$ cat src/rtl/latch_phase_gen.sv
// Two-phase non-overlapping enable generator for master/slave D-latch banks.
// Free-run, single-step and graceful stop; every output is a register.
module latch_phase_gen #(
  parameter int PHASE_CYCLES = 2,
  parameter int GAP_CYCLES   = 1
) (
  input  logic        CLK,
  input  logic        nRST,
  input  logic        RUN,
  input  logic        STEP,
  output logic        PH1,
  output logic        nPH1,
  output logic        PH2,
  output logic        nPH2,
  output logic        BUSY,
  output logic        CYCLE_DONE,
  output logic [15:0] CYCLE_CNT
);

  if (PHASE_CYCLES < 1 || PHASE_CYCLES > 15) begin : g_bad_phase
    $error("latch_phase_gen: PHASE_CYCLES must be 1..15");
  end
  if (GAP_CYCLES < 0 || GAP_CYCLES > 7) begin : g_bad_gap
    $error("latch_phase_gen: GAP_CYCLES must be 0..7");
  end

  localparam logic [3:0] PH_LD  = 4'(PHASE_CYCLES - 1);
  localparam logic [3:0] GAP_LD = (GAP_CYCLES == 0) ? 4'd0 : 4'(GAP_CYCLES - 1);
  localparam bit         HAS_GAP = (GAP_CYCLES != 0);

  typedef enum logic [2:0] {
    IDLE = 3'd0,
    P1   = 3'd1,
    GAP1 = 3'd2,
    P2   = 3'd3,
    GAP2 = 3'd4
  } state_t;

  state_t      r_state, w_state_nxt;
  logic [3:0]  r_cnt, w_cnt_nxt;
  logic        w_end;
  logic        r_ph1, r_nph1, r_ph2, r_nph2, r_busy, r_done;
  logic [15:0] r_cycle_cnt;

  always_comb begin
    w_state_nxt = r_state;
    w_cnt_nxt   = r_cnt - 4'd1;
    w_end       = 1'b0;
    case (r_state)
      IDLE: begin
        w_cnt_nxt = r_cnt;
        if (RUN || STEP) begin
          w_state_nxt = P1;
          w_cnt_nxt   = PH_LD;
        end
      end
      P1: if (r_cnt == 4'd0) begin
        w_state_nxt = HAS_GAP ? GAP1 : P2;
        w_cnt_nxt   = HAS_GAP ? GAP_LD : PH_LD;
      end
      GAP1: if (r_cnt == 4'd0) begin
        w_state_nxt = P2;
        w_cnt_nxt   = PH_LD;
      end
      P2: if (r_cnt == 4'd0) begin
        if (HAS_GAP) begin
          w_state_nxt = GAP2;
          w_cnt_nxt   = GAP_LD;
        end else begin
          w_end = 1'b1;
        end
      end
      GAP2: if (r_cnt == 4'd0) w_end = 1'b1;
      default: begin
        w_state_nxt = IDLE;
        w_cnt_nxt   = 4'd0;
      end
    endcase
    // End of cycle: RUN sampled here decides between another cycle and IDLE.
    if (w_end) begin
      w_state_nxt = RUN ? P1 : IDLE;
      w_cnt_nxt   = RUN ? PH_LD : 4'd0;
    end
  end

  always_ff @(posedge CLK) begin
    if (!nRST) begin
      r_state     <= IDLE;
      r_cnt       <= 4'd0;
      r_ph1       <= 1'b0;
      r_nph1      <= 1'b1;
      r_ph2       <= 1'b0;
      r_nph2      <= 1'b1;
      r_busy      <= 1'b0;
      r_done      <= 1'b0;
      r_cycle_cnt <= 16'd0;
    end else begin
      r_state <= w_state_nxt;
      r_cnt   <= w_cnt_nxt;
      // Outputs decode the next state so they align with the state register.
      r_ph1   <= (w_state_nxt == P1);
      r_nph1  <= (w_state_nxt != P1);
      r_ph2   <= (w_state_nxt == P2);
      r_nph2  <= (w_state_nxt != P2);
      r_busy  <= (w_state_nxt != IDLE);
      r_done  <= w_end;
      if (w_end) r_cycle_cnt <= r_cycle_cnt + 16'd1;
    end
  end

  assign PH1        = r_ph1;
  assign nPH1       = r_nph1;
  assign PH2        = r_ph2;
  assign nPH2       = r_nph2;
  assign BUSY       = r_busy;
  assign CYCLE_DONE = r_done;
  assign CYCLE_CNT  = r_cycle_cnt;

endmodule

$ cat config.mk
export PLATFORM = sky130hd
export DESIGN_NAME = latch_phase_gen
export DESIGN_NICKNAME = d
export VERILOG_FILES = /design/src/rtl/latch_phase_gen.sv
export SDC_FILE = /design/constraint.sdc
export NUM_CORES = 1
export LEC_CHECK = 0
export ABC_CLOCK_PERIOD_IN_PS = 2850
export CORE_MARGIN = 1.5
export CORE_UTILIZATION = 35
export CTS_BUF_LIST = sky130_fd_sc_hd__clkbuf_16
export DETAILED_ROUTE_END_ITERATION = 8
export PLACE_DENSITY = 0.65
export SYNTH_ARGS = -nofsm -noshare
export SYNTH_HDL_FRONTEND = slang
export SYNTH_SLANG_ARGS = --single-unit
$ cat constraint.sdc
create_clock -name CLK -period 2.85 [get_ports CLK]
set_input_delay 0.4275 -clock CLK [delete_from_list [all_inputs] [get_ports CLK]]
set_output_delay 0.4275 -clock CLK [all_outputs]
set_load 0.03 [all_outputs]
==> results.toml, run 1 <==
[clock_tree]
h-tree-depth = 2
clk_pin_slew_ps = 50
cts_sinks = 29
cts_resized = 0
clockBufferDepth = 2
clk_latency_ps = 270
holdBufCountCts = 0
root_buffer = "clkbuf_16"
cts_buffers = 5
cts_setup_buffers = 0
cts_tree = "built"

[global_routing]
grt_max_degree = 21
antenna_found_initial = 0
grtUsageTotal = 0.149
grt_overflow = 0
grt_pass1_wl_microns = 4690
grt_pass1_vias = 1070

[sta]
rsz0062_at_grt = "no"
fin_skew_ps = 3.50
post-route-period-util = 0.830
worst_pin_slew_ps = 675
max_freq_mhz = 423
hold_viol_final = 0
final_max_slew_viol_count = 0
finalSetupTns_ps = 0
slew_headroom = 0.546
min_period_ps = 2370
setup_viol = 0

[synth]
synthAdderAreaFrac = 0.0280
synth-xor-area-share = 0.0589
ys_ff_latch = 29
post_synth_inst_count = 151
synthSimpleGateAreaFrac = 0.294
syn_avg_cell_area_sq_um = 8.87
synth.area.mux_share = 0.00748
netlist_top_cells_area = "dfxtp_1, a21oi_1, nor2_1"
synth_cell_types = 38
yosysWarnings = 0
synth_top_family_by_area = "simple AND/OR/NAND/NOR gates"
synth_edf_count = 0
synth_nets = 158
synth_compound_area_frac = 0.126
synth.cell_area_sq_mm = 0.00134
yosysSeqAreaShare = 0.434
yosysTopAreaCell = "dfxtp_1"
async_flop_share = 0
synth_flop_cell = "dfxtp_1"
synth_top_area_share = 0.434

[layout]
num-nets-final = 183
layout_commonest_cell = "dfxtp_1"
layout_common_cells = "dfxtp_1, clkdlybuf4s50_1, nor2_1"
fin_cells = 225
drive_gt1_frac = 0.0678
syn_to_final_growth_pct = 30.7
antenna_cells = 0

[route]
drc_errors = 0
wirelength_microns = 2890
wl_per_cell_microns = 12.8
final_antenna_net_count = 0
vias = 1204
drt_first_iter_violations = 55
viasPerCell = 5.35
drtPass1Iterations = 4

[run]
maxCapViolations = 0

[floorplan]
die_area_sq_mm = 0.00420
initial_utilization = 0.366
fp.dieW_microns = 64.8
pin_count = 26
core_area_sq_mm = 0.00366
fp.dieH_microns = 64.8
std_cell_rows = 22

[worst_hold_path]
hold_path_class = "flip-flop to flip-flop"

[critical_path]
crit_fanout = 10
crit_type = "flip-flop to flip-flop"
start_kind = "flip-flop"
endpoint_kind = "flip-flop"
arrival_ps = 2570
cp.required_ps = 3050

[power]
p_leak_nw = 0.599
power.density_mw_per_mm2 = 858
ir_worst_vdd_v = 0.000543

[placed_design]
io_buffers = 25
gp_congestion = 0.801
placed_cells = 217
hpwlAfterDp_microns = 2060

[status]
status = "complete, no violations"
## worst max-delay path, stage by stage (launching register included)
cell,delay (ps)
dfxtp_1,330
inv_1,110
ha_1,200
or3b_1,510
or3_4,490
or4_1,520
a21oi_1,140
## registers in the layout, indices dropped and copies added (netlist names)
signal      cells
BUSY            1
r_cnt           4
r_state         3
PH1             1
CYCLE_CNT      16
nPH1            1
nPH2            1
CYCLE_DONE      1
PH2             1
## area by class of cell
cell class,count,area (sq um)
Clock buffer,5,125
Clock inverter,3,13.8
Fill cell,349,1910
Inverter,6,22.5
Multi-Input combinational cell,108,689
Sequential cell,29,581
Tap cell,48,60.1
Timing Repair Buffer,26,258
## logic make-up after synthesis
| logic type | after synthesis |
|---|---|
| AO/OA/AOI/OAI | 27 |
| XOR/XNOR | 9 |
| adder cells (fa/ha/maj) | 3 |
| buffers and inverters | 14 |
| flip-flops | 29 |
| multiplexers | 1 |
| AND/OR/NAND/NOR | 68 |
## stage by stage
stage	area (sq um)	power (mW)	utilization	hold slack, ps	setup slack (ps)
floorplan	1340	0.922	-	491	600
global placement	1610	1.01	0.440	470	594
detailed placement	1610	1.03	0.440	475	488
CTS	1750	1.52	0.478	482	474
global route	1750	1.60	0.478	506	355
finish	1750	1.50	0.478	479	483
## where the power goes
| group | switching [mW] | total [mW] | internal, mW | leakage (nW) |
|---|---|---|---|---|
| clock network | 0.161 | 0.476 | 0.315 | 0.0748 |
| registers | 0.0781 | 0.553 | 0.475 | 0.236 |
| logic | 0.276 | 0.471 | 0.195 | 0.288 |
| total | 0.515 | 1.50 | 0.985 | 0.599 |
## synthesized netlist by cell type (all sizes together) (4+ instances only)
| master | instances |
|---|---|
| nor3 | 6 |
| dfxtp | 29 |
| nand2 | 9 |
| nor4 | 7 |
| or4 | 4 |
| xor2 | 5 |
| clkbuf | 5 |
| inv | 6 |
| nand3 | 6 |
| o31ai | 4 |
| a21oi | 11 |
| or3 | 5 |
| o21ai | 5 |
| xnor2 | 4 |
| nor2 | 13 |
## path summary, 6_finish.rpt
| check | slack [ps] | end | start | depth (start not counted) |
|---|---|---|---|---|
| worst max-delay path | 480 | CYCLE_CNT[15] | r_cnt[0] | 6 |
| worst min-delay path | 480 | CYCLE_CNT[14] | CYCLE_CNT[14] | 2 |
| worst max register to register | 480 | CYCLE_CNT[15] | r_cnt[0] | 6 |
| worst min register to register | 480 | CYCLE_CNT[14] | CYCLE_CNT[14] | 2 |
## layer usage
layer | share of wire | track usage | vias up | wire length (microns)
li1 | - | - | 601 | -
met1 | 0.43 | 0.155 | 563 | 1260
met2 | 0.48 | 0.247 | 35 | 1400
met3 | 0.065 | 0.0747 | 5 | 189
met4 | 0.015 | 0.0718 | 0 | 44
met5 | 0 | 0 | - | 0
Note: power is estimated with default switching activity, not from simulation.
==> run 2, diff against run 1 <==
--- a/config.mk
+++ b/config.mk
@@ -5,7 +5,7 @@
 export SDC_FILE = /design/constraint.sdc
 export NUM_CORES = 1
 export LEC_CHECK = 0
-export ABC_CLOCK_PERIOD_IN_PS = 2850
+export ABC_CLOCK_PERIOD_IN_PS = 2350
 export CORE_MARGIN = 1.5
 export CORE_UTILIZATION = 35
 export CTS_BUF_LIST = sky130_fd_sc_hd__clkbuf_16
==> constraint.sdc (replaced) <==
create_clock -name CLK -period 2.35 [get_ports CLK]
set_input_delay 0.3525 -clock CLK [delete_from_list [all_inputs] [get_ports CLK]]
set_output_delay 0.3525 -clock CLK [all_outputs]
set_load 0.03 [all_outputs]
==> run 2 against run 1 <==
Net effect:
- register-to-register slack worse by 310 ps
- critical path depth stayed put
- worst setup slack worse by 310 ps
- first-iteration DRC count is 51% higher
- combinational power is 39% higher
- largest power group is now combinational cells
==> results.toml, run 2 (synthesis gave the netlist of run 1 again) <==
[status]
status = "complete, no violations"

[global_routing]
grt_pass1_wl_microns = 5160
grtUsageTotal = 0.162
grt_pass1_vias = 1179
grt_overflow = 0
grt_max_degree = 21
antenna_found_initial = 0

[sta]
rsz0062_at_grt = "no"
max_freq_mhz = 460
slew_headroom = 0.619
fin_skew_ps = 3.47
whs_ps = 483
finalSetupTns_ps = 0
final_max_slew_viol_count = 0
worst_pin_slew_ps = 570
setup_viol = 0
hold_viol_final = 0
min_period_ps = 2180
post-route-period-util = 0.926

[clock_tree]
cts_sinks = 29
cts_resized = 0
root_buffer = "clkbuf_16"
clk_latency_ps = 270
clockBufferDepth = 2
h-tree-depth = 2
clk_pin_slew_ps = 50
cts_tree = "built"
cts_buffers = 5
cts_setup_buffers = 0
holdBufCountCts = 0

[route]
drtPass1Iterations = 4
wirelength_microns = 2970
final_antenna_net_count = 0
wl_per_cell_microns = 13.0
wl_met3_microns = 149
top_layer = "met4"
m1WireLength_microns = 1330
route.met2.wl_microns = 1420
vias = 1209
drt_first_iter_violations = 83
drc_errors = 0
viasPerCell = 5.28

[power]
power_frac_seq = 0.341
ir_worst_vdd_v = 0.000516
p_int_mw = 1.25
power.density_mw_per_mm2 = 1070
p_sw_frac = 0.343
p_leak_nw = 0.619
netSwitchingPower_uw = 652
power_frac_clock = 0.313
combinationalPowerShare = 0.346
p_total_mw = 1.90

[critical_path]
r2r_slack_ps = 170
reg2reg_from = "r_cnt[0]"
endpoint_kind = "flip-flop"
cp.required_ps = 2550
arrival_ps = 2380
reg2reg_to = "CYCLE_CNT[15]"
startpoint = "r_cnt[0]"
crit_fanout = 9
reg2reg_depth = 6
cp-endpoint = "CYCLE_CNT[15]"
start_kind = "flip-flop"
crit_type = "flip-flop to flip-flop"

[floorplan]
pin_count = 26
std_cell_rows = 22
core_area_sq_mm = 0.00366
fp.dieH_microns = 64.8
fp.dieW_microns = 64.8
initial_utilization = 0.366
die_area_sq_mm = 0.00420

[placed_design]
gp_congestion = 0.838
hpwlAfterDp_microns = 2120
io_buffers = 25

[layout]
multi_input_area_sq_um = 689
regArea_sq_um = 581
num-nets-final = 187
syn_to_final_growth_pct = 32.9
layout_commonest_cell = "dfxtp_1"
drive_gt1_frac = 0.0884
antenna_cells = 0
layout_common_cells = "dfxtp_1, clkdlybuf4s50_1, nor2_1"
fillers = 368
largest_reg_flops = 16

[worst_hold_path]
hold_path_class = "flip-flop to flip-flop"

[run]
maxCapViolations = 0
==> run 2: critical path, stage by stage, from the launching register on <==
cell	delay (ps)
dfxtp_1	330
inv_1	100
ha_1	190
or3b_1	370
or3_4	440
or4_1	510
a21oi_1	160
==> run 2: routing by layer <==
metal  GRT usage  up-vias
li1            -      610
met1       0.181      559
met2       0.263       33
met3      0.0590        7
met4      0.0957        0
met5           0        -
==> run 2: stage by stage <==
step | instances | util | area [sq um] | setup slack [ps]
floorplan | 151 | - | 1340 | 100
global placement | 221 | 0.448 | 1640 | 239
detailed placement | 221 | 0.448 | 1640 | 179
CTS | 229 | 0.486 | 1780 | 164
global route | 229 | 0.486 | 1780 | 71.1
finish | 229 | 0.486 | 1780 | 174
==> run 2: worst min-delay path by stage <==
| stage | start | end | cells past startpoint |
|---|---|---|---|
| 2_1_floorplan | r_cnt[3] | r_cnt[3] | 2 |
| 3_3_place_gp | CYCLE_CNT[14] | CYCLE_CNT[14] | 2 |
| 3_5_place_dp | CYCLE_CNT[14] | CYCLE_CNT[14] | 2 |
| 4_1_cts | CYCLE_CNT[14] | CYCLE_CNT[14] | 2 |
| 5_1_grt | CYCLE_CNT[14] | CYCLE_CNT[14] | 2 |
| 6_report | CYCLE_CNT[14] | CYCLE_CNT[14] | 2 |
==> run 2: cell type report <==
class	count	area share
Multi-Input combinational cell	108	0.387
Sequential cell	29	0.326
Inverter	6	0.0127
Tap cell	48	0.0338
Clock inverter	3	0.00774
Timing Repair Buffer	30	0.162
Clock buffer	5	0.0703
==> run 2: power groups by stage <==
| stage | Clock [mW] | Combinational (mW) | Sequential (mW) |
|---|---|---|---|
| after global placement | 0 | 0.648 | 0.648 |
| after detailed placement | 0 | 0.652 | 0.656 |
| after floorplan | 0 | 0.417 | 0.701 |
| after global routing | 0.627 | 0.721 | 0.657 |
| after CTS | 0.612 | 0.657 | 0.648 |
| final | 0.594 | 0.657 | 0.648 |
